[src/rtl/mb_scan_controller_pkg.sv]
// Shared types and defaults for the macroblock scan controller.
// Latency: n/a (declarations only).
// Backpressure: n/a.
package mb_scan_controller_pkg;

    localparam int MBSC_DIM_W = 8;
    localparam int MBSC_MBN_W = 16;

    typedef enum logic [1:0] {
        P_IDLE = 2'd0,
        P_INIT = 2'd1,
        P_BUSY = 2'd2,
        P_HOLD = 2'd3
    } p_state_e;

    typedef enum logic {
        R_IDLE = 1'b0,
        R_BUSY = 1'b1
    } r_state_e;

    // Attributes that travel with an MB from the parse slot into recon.
    typedef struct packed {
        logic eos;       // slice data ended with this MB
        logic last_pic;  // final MB of the picture
    } recon_tag_t;

endpackage

[src/rtl/mb_scan_controller_if.sv]
// Signal bundle between the scan controller and the parse/recon engines.
// Latency: n/a (wiring only).
// Backpressure: n/a; engines pace the controller through their done pulses.
// Ports: master = controller side (drives starts, coordinates, status);
//        slave  = environment side (drives SPS, slice and done pulses).
interface mb_scan_controller_if
    import mb_scan_controller_pkg::*;
#(
    parameter int DIM_W = MBSC_DIM_W,
    parameter int MBN_W = MBSC_MBN_W
) ();

    logic             sps_complete;
    logic [DIM_W-1:0] pic_width_in_mbs_minus1;
    logic [DIM_W-1:0] pic_height_in_map_units_minus1;
    logic             slice_start;
    logic [MBN_W-1:0] first_mb_in_slice;
    logic             mb_parse_done;
    logic             last_mb_of_slice;
    logic             mb_recon_done;

    logic             parse_start;
    logic [DIM_W-1:0] mb_x_parse;
    logic [DIM_W-1:0] mb_y_parse;
    logic [MBN_W-1:0] mb_num_parse;
    logic             recon_start;
    logic [DIM_W-1:0] mb_x_recon;
    logic [DIM_W-1:0] mb_y_recon;
    logic             slice_done;
    logic             pic_done;
    logic             slice_error;
    logic             busy;

    modport master (
        input  sps_complete, pic_width_in_mbs_minus1, pic_height_in_map_units_minus1,
               slice_start, first_mb_in_slice, mb_parse_done, last_mb_of_slice, mb_recon_done,
        output parse_start, mb_x_parse, mb_y_parse, mb_num_parse,
               recon_start, mb_x_recon, mb_y_recon, slice_done, pic_done, slice_error, busy
    );

    modport slave (
        output sps_complete, pic_width_in_mbs_minus1, pic_height_in_map_units_minus1,
               slice_start, first_mb_in_slice, mb_parse_done, last_mb_of_slice, mb_recon_done,
        input  parse_start, mb_x_parse, mb_y_parse, mb_num_parse,
               recon_start, mb_x_recon, mb_y_recon, slice_done, pic_done, slice_error, busy
    );

endinterface

[src/rtl/mb_scan_controller_addr_walker.sv]
// Raster MB address walker: converts first_mb into x/y and steps along the row.
// Latency: init takes 1 + first_mb/(W+1) steps; advance is single-cycle.
// Backpressure: none; it moves only when the controller asserts a command.
// Ports: clk/reset_n; load_i, init_step_i, advance_i commands; first_mb_i,
//        width_m1_i; init_done_o, x_o, y_o, num_o.
module mb_addr_walker
    import mb_scan_controller_pkg::*;
#(
    parameter int DIM_W = MBSC_DIM_W,
    parameter int MBN_W = MBSC_MBN_W
) (
    input  logic             clk,
    input  logic             reset_n,
    input  logic             load_i,
    input  logic             init_step_i,
    input  logic             advance_i,
    input  logic [MBN_W-1:0] first_mb_i,
    input  logic [DIM_W-1:0] width_m1_i,
    output logic             init_done_o,
    output logic [DIM_W-1:0] x_o,
    output logic [DIM_W-1:0] y_o,
    output logic [MBN_W-1:0] num_o
);

    logic [MBN_W-1:0] rem_q, rem_d;
    logic [MBN_W-1:0] num_q, num_d;
    logic [DIM_W-1:0] x_q, x_d;
    logic [DIM_W-1:0] y_q, y_d;
    logic [MBN_W-1:0] width_ext;

    assign width_ext   = MBN_W'(width_m1_i);
    // Remainder fits in one row: it is the column of first_mb.
    assign init_done_o = (rem_q <= width_ext);

    always_comb begin
        rem_d = rem_q;
        num_d = num_q;
        x_d   = x_q;
        y_d   = y_q;
        if (load_i) begin
            rem_d = first_mb_i;
            y_d   = '0;
            num_d = first_mb_i;
        end else if (init_step_i) begin
            // Division by repeated subtraction, one row per cycle.
            if (!init_done_o) begin
                rem_d = rem_q - (width_ext + MBN_W'(1));
                y_d   = y_q + DIM_W'(1);
            end else begin
                x_d = rem_q[DIM_W-1:0];
            end
        end else if (advance_i) begin
            if (x_q == width_m1_i) begin
                x_d = '0;
                y_d = y_q + DIM_W'(1);
            end else begin
                x_d = x_q + DIM_W'(1);
            end
            num_d = num_q + MBN_W'(1);
        end
    end

    always_ff @(posedge clk or negedge reset_n) begin
        if (!reset_n) begin
            rem_q <= '0;
            num_q <= '0;
            x_q   <= '0;
            y_q   <= '0;
        end else begin
            rem_q <= rem_d;
            num_q <= num_d;
            x_q   <= x_d;
            y_q   <= y_d;
        end
    end

    assign x_o   = x_q;
    assign y_o   = y_q;
    assign num_o = num_q;

endmodule

[src/rtl/mb_scan_controller.sv]
// MB scheduler: walks raster addresses, starts parse and recon, overlaps parse n+1 with recon n.
// Latency: mb_parse_done -> recon_start two cycles later when recon is idle.
// Backpressure: a parsed MB waits in a one-deep slot (P_HOLD) until recon is free.
// Ports: clk, reset_n (async active-low); sif (master modport) carries SPS inputs,
//        slice/done pulses in, and start pulses, coordinates, done/error flags, busy out.
module mb_scan_controller
    import mb_scan_controller_pkg::*;
#(
    parameter int DIM_W = MBSC_DIM_W,
    parameter int MBN_W = MBSC_MBN_W
) (
    input  logic                 clk,
    input  logic                 reset_n,
    mb_scan_controller_if.master sif
);

    localparam int PS_W = 2 * DIM_W + 1;

    p_state_e         p_state_q, p_state_d;
    r_state_e         r_state_q, r_state_d;
    logic [PS_W-1:0]  pic_size_q, pic_size_d;
    logic             eos_q, eos_d;
    recon_tag_t       tag_q, tag_d;
    logic [DIM_W-1:0] x_recon_q, x_recon_d;
    logic [DIM_W-1:0] y_recon_q, y_recon_d;
    logic             parse_start_q, parse_start_d;
    logic             recon_start_q, recon_start_d;
    logic             slice_done_q, slice_done_d;
    logic             pic_done_q, pic_done_d;
    logic             slice_error_q, slice_error_d;

    logic             wk_load, wk_init, wk_adv, wk_init_done;
    logic [DIM_W-1:0] x_parse, y_parse;
    logic [MBN_W-1:0] num_parse;
    logic             start_ok;
    logic             handoff;
    logic             at_pic_end;

    mb_addr_walker #(
        .DIM_W (DIM_W),
        .MBN_W (MBN_W)
    ) u_walker (
        .clk         (clk),
        .reset_n     (reset_n),
        .load_i      (wk_load),
        .init_step_i (wk_init),
        .advance_i   (wk_adv),
        .first_mb_i  (sif.first_mb_in_slice),
        .width_m1_i  (sif.pic_width_in_mbs_minus1),
        .init_done_o (wk_init_done),
        .x_o         (x_parse),
        .y_o         (y_parse),
        .num_o       (num_parse)
    );

    assign pic_size_d = (PS_W'(sif.pic_width_in_mbs_minus1) + PS_W'(1))
                      * (PS_W'(sif.pic_height_in_map_units_minus1) + PS_W'(1));

    // Compared at 32 bits so pic_size_q == 0 never matches an address.
    assign at_pic_end = (32'(num_parse) == 32'(pic_size_q) - 32'd1);
    assign start_ok   = sif.sps_complete
                     && (32'(sif.first_mb_in_slice) < 32'(pic_size_q))
                     && (r_state_q == R_IDLE);
    // Registered states only: no same-cycle bypass from a done pulse.
    assign handoff    = (p_state_q == P_HOLD) && (r_state_q == R_IDLE);

    always_comb begin
        p_state_d     = p_state_q;
        r_state_d     = r_state_q;
        eos_d         = eos_q;
        tag_d         = tag_q;
        x_recon_d     = x_recon_q;
        y_recon_d     = y_recon_q;
        parse_start_d = 1'b0;
        recon_start_d = 1'b0;
        slice_done_d  = 1'b0;
        pic_done_d    = 1'b0;
        slice_error_d = 1'b0;
        wk_load       = 1'b0;
        wk_init       = 1'b0;
        wk_adv        = 1'b0;

        // Any slice_start that does not launch a slice is flagged and dropped.
        if (sif.slice_start && !((p_state_q == P_IDLE) && start_ok)) begin
            slice_error_d = 1'b1;
        end

        case (p_state_q)
            P_IDLE: begin
                if (sif.slice_start && start_ok) begin
                    wk_load   = 1'b1;
                    p_state_d = P_INIT;
                end
            end
            P_INIT: begin
                wk_init = 1'b1;
                if (wk_init_done) begin
                    parse_start_d = 1'b1;
                    p_state_d     = P_BUSY;
                end
            end
            P_BUSY: begin
                if (sif.mb_parse_done) begin
                    eos_d     = sif.last_mb_of_slice;
                    p_state_d = P_HOLD;
                end
            end
            P_HOLD: begin
                if (handoff) begin
                    x_recon_d      = x_parse;
                    y_recon_d      = y_parse;
                    recon_start_d  = 1'b1;
                    tag_d.eos      = eos_q;
                    tag_d.last_pic = at_pic_end;
                    // The picture's final MB ends the slice regardless of eos.
                    if (!eos_q && !at_pic_end) begin
                        wk_adv        = 1'b1;
                        parse_start_d = 1'b1;
                        p_state_d     = P_BUSY;
                    end else begin
                        p_state_d = P_IDLE;
                    end
                end
            end
            default: p_state_d = P_IDLE;
        endcase

        case (r_state_q)
            R_IDLE: begin
                if (handoff) begin
                    r_state_d = R_BUSY;
                end
            end
            R_BUSY: begin
                if (sif.mb_recon_done) begin
                    r_state_d    = R_IDLE;
                    slice_done_d = tag_q.eos || tag_q.last_pic;
                    pic_done_d   = tag_q.last_pic;
                end
            end
            default: r_state_d = R_IDLE;
        endcase
    end

    always_ff @(posedge clk or negedge reset_n) begin
        if (!reset_n) begin
            p_state_q     <= P_IDLE;
            r_state_q     <= R_IDLE;
            pic_size_q    <= '0;
            eos_q         <= 1'b0;
            tag_q         <= '0;
            x_recon_q     <= '0;
            y_recon_q     <= '0;
            parse_start_q <= 1'b0;
            recon_start_q <= 1'b0;
            slice_done_q  <= 1'b0;
            pic_done_q    <= 1'b0;
            slice_error_q <= 1'b0;
        end else begin
            p_state_q     <= p_state_d;
            r_state_q     <= r_state_d;
            pic_size_q    <= pic_size_d;
            eos_q         <= eos_d;
            tag_q         <= tag_d;
            x_recon_q     <= x_recon_d;
            y_recon_q     <= y_recon_d;
            parse_start_q <= parse_start_d;
            recon_start_q <= recon_start_d;
            slice_done_q  <= slice_done_d;
            pic_done_q    <= pic_done_d;
            slice_error_q <= slice_error_d;
        end
    end

    assign sif.parse_start  = parse_start_q;
    assign sif.mb_x_parse   = x_parse;
    assign sif.mb_y_parse   = y_parse;
    assign sif.mb_num_parse = num_parse;
    assign sif.recon_start  = recon_start_q;
    assign sif.mb_x_recon   = x_recon_q;
    assign sif.mb_y_recon   = y_recon_q;
    assign sif.slice_done   = slice_done_q;
    assign sif.pic_done     = pic_done_q;
    assign sif.slice_error  = slice_error_q;
    assign sif.busy         = (p_state_q != P_IDLE) || (r_state_q != R_IDLE);

endmodule

[src/flat_wrapper.sv]
// flat-port wrapper written by rule: the top's interface ports become plain ports
module mb_scan_controller_flat import mb_scan_controller_pkg::*;
#(
    parameter int DIM_W = MBSC_DIM_W,
    parameter int MBN_W = MBSC_MBN_W
)
  (clk, reset_n, sif_sps_complete, sif_pic_width_in_mbs_minus1, sif_pic_height_in_map_units_minus1, sif_slice_start, sif_first_mb_in_slice, sif_mb_parse_done, sif_last_mb_of_slice, sif_mb_recon_done, sif_parse_start, sif_mb_x_parse, sif_mb_y_parse, sif_mb_num_parse, sif_recon_start, sif_mb_x_recon, sif_mb_y_recon, sif_slice_done, sif_pic_done, sif_slice_error, sif_busy);
  mb_scan_controller_if #(.DIM_W(DIM_W), .MBN_W(MBN_W)) sif_i ();
  input  logic clk;
  input  logic reset_n;
  input wire logic [$bits(sif_i.sps_complete)-1:0] sif_sps_complete;
  input wire logic [$bits(sif_i.pic_width_in_mbs_minus1)-1:0] sif_pic_width_in_mbs_minus1;
  input wire logic [$bits(sif_i.pic_height_in_map_units_minus1)-1:0] sif_pic_height_in_map_units_minus1;
  input wire logic [$bits(sif_i.slice_start)-1:0] sif_slice_start;
  input wire logic [$bits(sif_i.first_mb_in_slice)-1:0] sif_first_mb_in_slice;
  input wire logic [$bits(sif_i.mb_parse_done)-1:0] sif_mb_parse_done;
  input wire logic [$bits(sif_i.last_mb_of_slice)-1:0] sif_last_mb_of_slice;
  input wire logic [$bits(sif_i.mb_recon_done)-1:0] sif_mb_recon_done;
  output wire logic [$bits(sif_i.parse_start)-1:0] sif_parse_start;
  output wire logic [$bits(sif_i.mb_x_parse)-1:0] sif_mb_x_parse;
  output wire logic [$bits(sif_i.mb_y_parse)-1:0] sif_mb_y_parse;
  output wire logic [$bits(sif_i.mb_num_parse)-1:0] sif_mb_num_parse;
  output wire logic [$bits(sif_i.recon_start)-1:0] sif_recon_start;
  output wire logic [$bits(sif_i.mb_x_recon)-1:0] sif_mb_x_recon;
  output wire logic [$bits(sif_i.mb_y_recon)-1:0] sif_mb_y_recon;
  output wire logic [$bits(sif_i.slice_done)-1:0] sif_slice_done;
  output wire logic [$bits(sif_i.pic_done)-1:0] sif_pic_done;
  output wire logic [$bits(sif_i.slice_error)-1:0] sif_slice_error;
  output wire logic [$bits(sif_i.busy)-1:0] sif_busy;
  assign sif_i.sps_complete = sif_sps_complete;
  assign sif_i.pic_width_in_mbs_minus1 = sif_pic_width_in_mbs_minus1;
  assign sif_i.pic_height_in_map_units_minus1 = sif_pic_height_in_map_units_minus1;
  assign sif_i.slice_start = sif_slice_start;
  assign sif_i.first_mb_in_slice = sif_first_mb_in_slice;
  assign sif_i.mb_parse_done = sif_mb_parse_done;
  assign sif_i.last_mb_of_slice = sif_last_mb_of_slice;
  assign sif_i.mb_recon_done = sif_mb_recon_done;
  assign sif_parse_start = sif_i.parse_start;
  assign sif_mb_x_parse = sif_i.mb_x_parse;
  assign sif_mb_y_parse = sif_i.mb_y_parse;
  assign sif_mb_num_parse = sif_i.mb_num_parse;
  assign sif_recon_start = sif_i.recon_start;
  assign sif_mb_x_recon = sif_i.mb_x_recon;
  assign sif_mb_y_recon = sif_i.mb_y_recon;
  assign sif_slice_done = sif_i.slice_done;
  assign sif_pic_done = sif_i.pic_done;
  assign sif_slice_error = sif_i.slice_error;
  assign sif_busy = sif_i.busy;
  mb_scan_controller #(.DIM_W(DIM_W), .MBN_W(MBN_W)) u_core (.clk(clk), .reset_n(reset_n), .sif(sif_i));
endmodule
[config.mk]
export PLATFORM = sky130hd
export DESIGN_NAME = mb_scan_controller_flat
export DESIGN_NICKNAME = d
export VERILOG_FILES = /design/src/rtl/mb_scan_controller_pkg.sv /design/src/rtl/mb_scan_controller_if.sv /design/src/rtl/mb_scan_controller_addr_walker.sv /design/src/rtl/mb_scan_controller.sv /design/src/flat_wrapper.sv
export SDC_FILE = /design/constraint.sdc
export NUM_CORES = 1
export LEC_CHECK = 0
export CORE_ASPECT_RATIO = 1.4
export CORE_MARGIN = 10
export CORE_UTILIZATION = 38
export CTS_BUF_LIST = sky130_fd_sc_hd__clkbuf_4 sky130_fd_sc_hd__clkbuf_8 sky130_fd_sc_hd__clkbuf_16
export CTS_CLUSTER_DIAMETER = 150
export CTS_CLUSTER_SIZE = 16
export DETAILED_ROUTE_END_ITERATION = 16
export PLACE_DENSITY = 0.63
export SYNTH_ARGS = -nofsm -noshare
export SYNTH_HDL_FRONTEND = slang
export SYNTH_SLANG_ARGS = --single-unit
[constraint.sdc]
create_clock -name clk -period 4.35 [get_ports clk]
set_input_delay 0.87 -clock clk [delete_from_list [all_inputs] [get_ports clk]]
set_output_delay 0.87 -clock clk [all_outputs]
set_load 0.02 [all_outputs]
# == Word-level counts from Yosys, hierarchy flattened ==
# Index checks and enable logic that the tools add are counted.
# word_totals
regBits,92
latch_bits,0
ram_bits,0
rom_bits,0
in_bits,39
out_inout_bits,54
word_cells,107
mem_count,0
# classes
addsub,8
n_mul,1
n_div,0
magnitude_cmp,2
n_eq_ne,13
shift,0
n_mux,38
n_bitwise,2
reduce_logical,26
# op_table
cell,n
16-bit 2-to-1 mux,6
8-bit 2-to-1 mux,9
16-bit by 32-bit equality test with 1-bit output,1
8-bit by 1-bit adder with 9-bit output (second input constant),3
17-bit by 1-bit subtractor with 18-bit output (second input constant),1
16-bit by 17-bit < comparator with 1-bit output,1
17-bit by 17-bit multiplier with 17-bit output,1
16-bit by 1-bit adder with 16-bit output (second input constant),1
8-bit by 1-bit adder with 8-bit output (second input constant),2
16-bit by 8-bit less-or-equal comparator with 1-bit output,1
16-bit by 9-bit subtractor with 16-bit output,1
1-bit 2-to-1 mux,15
2-bit 2-to-1 mux,5
2-bit inequality test (second input constant),5
8-bit equality test,1
2-bit case mux with 4 select lines,1
2-bit AND reduction,4
2-bit nonzero test,4
1-bit logical AND,7
3-bit AND reduction,2
3-bit nonzero test,2
2-bit equality test (second input constant),2
2-bit by 1-bit inequality test with 1-bit output (second input constant),2
1-bit case mux with 2 select lines,2
7 further kinds,11

# == Longest topological paths before layout ==
# logic_depth
word_depth,10
mapped_depth,23
depth_no_buf,23

# == By module ==
# Synthesis repeated with hierarchy kept, for this count alone.
# hier_totals
hier_cells,936
hier_area_um2,8321.7
# by_module_without_submodules
mod,instances,cells_each,area_each_um2,seq_area_each_um2
mb_scan_controller,1,583,5083.6,1101.1
mb_addr_walker,1,353,3238.1,1201.2

# == Least setup slack after synthesis ==
# OpenSTA, ideal clock, no wires.
# synth_path
path_kind,input to register
from,in sif_pic_width_in_mbs_minus1[2]
to,reg u_core.pic_size_q[16]
setup_ps,125
arrival_time_ps,5749
required_time_ps,4225
setup_slack_ps,-1524
stages,21
n_path_buf,1
cell_sequence,clkbuf_1 nand3_1 nor4_1 xnor2_1 or2_2 fa_1 inv_1 fa_1 inv_1 fa_1 fa_1 inv_1 ha_1 o21ai_0 a21boi_0 o21ai_0 nand2b_1 a21o_1 a41o_1 o41a_1 xnor2_1
# synth_between
elab_chain_len,2
# synth_lines
item,line,rtl
from (decl),flat_wrapper.sv:12,input wire logic [$bits(sif_i.pic_width_in_mbs_minus1)-1:0] sif_pic_width_in_mbs_minus1;
8-bit by 1-bit adder with 9-bit output,mb_scan_controller.sv:56,assign pic_size_d = (PS_W'(sif.pic_width_in_mbs_minus1) + PS_W'(1))
17-bit by 17-bit multiplier with 17-bit output,mb_scan_controller.sv:57,* (PS_W'(sif.pic_height_in_map_units_minus1) + PS_W'(1));
named net u_core.pic_size_d[16],mb_scan_controller.sv:21,"logic [PS_W-1:0] pic_size_q, pic_size_d;"
to (signal assigned),mb_scan_controller.sv:162,pic_size_q <= pic_size_d;
to (decl),mb_scan_controller.sv:21,
# The timed path passes the listed nets, and every way through them passes these cells.
# A chain may end at the register's enable or synchronous reset.

# == Worst setup path after layout ==
# layout_path
from,in sif_pic_height_in_map_units_minus1[1]
to,reg u_core.pic_size_q[15]
# layout_between
elab_chain_len,2
# layout_lines
item,line,rtl
from (decl),flat_wrapper.sv:13,input wire logic [$bits(sif_i.pic_height_in_map_units_minus1)-1:0] sif_pic_height_in_map_units_minus1;
8-bit by 1-bit adder with 9-bit output,mb_scan_controller.sv:57,
17-bit by 17-bit multiplier with 17-bit output,mb_scan_controller.sv:57,
named net u_core.pic_size_d[15],mb_scan_controller.sv:21,
# The timed path passes the listed nets, and every way through them passes these cells.

==> flow_summary.ini <==
[status]
status = finished with violations
violations = negative setup slack

[global_routing]
antenna_found_initial = 0
use_met1_pct = 18.23
grt.busiest_layer = met2
overflow = 0
grt_first_pass_wirelength_mm = 37.30
met3_usage_pct = 2.339
grt.total_usage_pct = 17.02
grt_pass1_vias = 7469
grt_max_degree = 64
use_met2_pct = 32.18

[hold_path]
min_path_type = reg -> reg

[sta]
fin_tns_setup_ns = -4.578
finClkSkew_ns = 0.01129
fin_crit_sh_pct = 117.8
fmax_mhz = 195.2
maxSlewHeadroom_pct = 45.52
layout_setup_ws_ns = -0.7739
hold_viol_final = 0
rsz0062_at_grt = true
min_period_ns = 5.124
slew_violations = 0
hold_ws_ns = 0.4730
worstMarginPinSlew_ns = 0.8172
setup_viol = 8

[synth]
synth.net_count = 1075
synthArstFlopShare_pct = 100.0
synth_top_cell_by_area = dfrtp_1
netlist_area_mm2 = 0.008109
synth.most_common_cell = inv_1
syn_area_per_cell_um2 = 8.814
yosys-top-cells-area = dfrtp_1, fa_1, ha_1, xnor2_1, inv_1
synth.ff_latch_count = 92
post-synth-top-area-fraction_pct = 28.39
synth_cell_types = 64
yosys_warnings = 0
synth_edf_count = 0
ys.flop_type = dfrtp_1
netlist_instances = 920
seq_area_frac_synth_pct = 28.39
synthTopCellsByCount = inv_1, nand2_1, dfrtp_1, nor2_1, ha_1

[run]
maxCapViolCount = 0

[clock_network]
cts_hold_buffers = 0
cts.clk_slew.worst_paths_ns = 0.06
clock_sinks = 92
htree_levels = 3
clockRootBuffer = clkbuf_16
cts_tree = yes
clockBufferDepth = 2
insertion_delay_ns = 0.36
cts_made_buffers = 9

[finish]
finalInstanceArea_mm2 = 0.01122
layout-drive-gt1-share_pct = 23.50
num-nets-final = 1286
diodes = 0
fillers = 1946
area_growth_pct = 38.34
utilization_pct = 53.10

[pwr]
power_frac_comb_pct = 62.1
swShare_pct = 43.04
clock_power_share_pct = 13.2
leakage_nw = 5.296
p_switching_mw = 2.863
ir_worst_vdd_uv = 262.6
p_int_mw = 3.789
pwr_density_cell_mw_per_mm2 = 593.0
seqPwrFrac_pct = 24.7

[route]
drtAntennaViolNets = 0
finalWirelength_mm = 23.32
avgRoutedWirePerCell_um = 16.71
vias_per_cell = 5.150
route.detailed.drc = 0
vias = 7189
drtPass1Iterations = 5
drt_iter0_drc = 357

[floorplan]
dieArea_mm2 = 0.02767
pin_count = 93
core_area_mm2 = 0.02113
start_util_pct = 38.39
placement_rows = 63
die_y_um = 192.8
fp.dieW_um = 143.5

[setup_path]
critical_path.max_fanout = 5
cp.arrival_ns = 5.39
crit_path_end_kind = register
path_class = in -> reg
worstPathRequired_ns = 4.62
startpoint_type = input pin

[placed_design]
hpwl_mm = 18.18
gp_congestion = 0.9053
detailedPlace.worstSlack_ns = -1.726
io_buffer_count = 92
dpl_cell_area_mm2 = 0.01015
kinds of logic (layout without fill, tap and decap cells):
kind of cell               count (synthesis)  after routing  share of synthesized area, %
adders and majority gates                116            116                         22.53
buffers and inverters                    139            355                         6.558
muxes                                     10             10                         1.265
AOI/OAI and AO/OA                        147            147                         12.34
xor gates and xnor gates                  89             89                         9.613
DFF                                       92             92                         28.39
and+or+nand+nor                          327            327                         19.30
sequential cells by signal (all words and copies together) (netlist names):
signal,flops
u_core.sif.parse_start,1
u_core.r_state_q,1
u_core.u_walker.y_o,8
u_core.p_state_q,2
u_core.eos_q,1
u_core.sif.mb_x_recon,8
u_core.sif.pic_done,1
u_core.sif.slice_error,1
u_core.u_walker.num_o,16
u_core.sif.recon_start,1
u_core.sif.slice_done,1
u_core.pic_size_q,17
u_core.tag_q,2
u_core.u_walker.rem_q,16
u_core.u_walker.x_o,8
u_core.sif.mb_y_recon,8
power groups by stage:
| stage | sequential (mW) | combinational (mW) | clock (mW) |
|---|---|---|---|
| 2_1_floorplan | 1.68 | 2.20 | 0 |
| 3_3_place_gp | 1.65 | 3.45 | 0 |
| 3_5_place_dp | 1.65 | 3.49 | 0 |
| 4_1_cts | 1.64 | 3.74 | 0.897 |
| 5_1_grt | 1.70 | 4.57 | 0.932 |
| 6_report | 1.64 | 4.13 | 0.879 |
metal layers:
metal | vias up | wire length [µm]
met3 | 38 | 822
met5 | - | 0
met1 | 3507 | 8944
met2 | 151 | 12810
met4 | 0 | 747
li1 | 3493 | -
final cells by class:
cell class | instances | area [µm²] | area share (%)
clock buffers | 10 | 232.7 | 2.074
clock inverters | 6 | 96.34 | 0.8588
inverters | 119 | 449.2 | 4.004
multi-input cells | 689 | 5883 | 52.44
flip-flops and latches | 92 | 2302 | 20.52
well taps | 260 | 325.3 | 2.900
repair buffers | 220 | 1929 | 17.20
what timing repair did:
action	4_1_cts	5_1_grt
gates resized for setup	109	70
pin swaps	46	44
setup buffers	23	16
hold endpoints to repair	0	0
endpoints found under the setup margin	12	10
worst paths after layout:
path | startpoint | to | slack, ns | cells past startpoint
min | u_core.sif.mb_y_recon[2] | u_core.sif.mb_y_recon[2] | 0.47 | 2
max in group asynchronous | reset_n | u_core.u_walker.num_o[14] | 3.00 | 2
min in group asynchronous | reset_n | u_core.sif.mb_x_recon[1] | 0.59 | 1
max | sif_pic_height_in_map_units_minus1[1] | u_core.pic_size_q[15] | -0.77 | 23
max reg2reg | u_core.pic_size_q[0] | u_core.u_walker.num_o[14] | 0.80 | 11
min reg2reg | u_core.sif.mb_y_recon[2] | u_core.sif.mb_y_recon[2] | 0.47 | 2
worst max-delay path, cell delays in order:
cell and delay [ns]:
buf_8 0.10, ha_4 0.16, buf_6 0.11, xor2_1 0.15, buf_4 0.17, nand2_2 0.07
fa_1 0.51, inv_2 0.04, fa_1 0.43, ha_1 0.31, inv_2 0.04, fa_1 0.56
inv_1 0.06, ha_1 0.27, a21o_1 0.21, a21oi_4 0.19, o21ai_4 0.09, a21oi_4 0.16
nor2b_2 0.07, o2111ai_2 0.21, nand2_2 0.11, o41ai_4 0.33, xnor2_1 0.16
per-stage QoR:
step	cells	power, mW
final	1396	6.652
after floorplan	920	3.878
after CTS	1382	6.276
after detailed placement	1345	5.145
after global routing	1396	7.200
after global placement	1345	5.098
placed cells by master (no fill, tap or decap), types with 5 or more instances in the layout:
cell and instances:
a21o_1 14, a21oi_1 45, a22o_1 8, a31oi_1 7, and2_1 8, and3_1 11, buf_4 114, buf_6 19
clkbuf_16 9, clkdlybuf4s50_1 75, dfrtp_1 92, fa_1 47, ha_1 54, ha_4 10, inv_1 102, inv_2 15
mux2i_1 8, nand2_1 103, nand2_2 8, nand2b_1 15, nand3_1 16, nand4_1 21, nor2_1 68, nor2_4 7
nor2b_1 12, nor3_1 11, nor4_1 6, o21a_1 6, o21ai_0 22, xnor2_1 43, xnor2_2 7, xor2_1 30
xor2_2 5
Note: power is estimated with default switching activity, not from simulation.
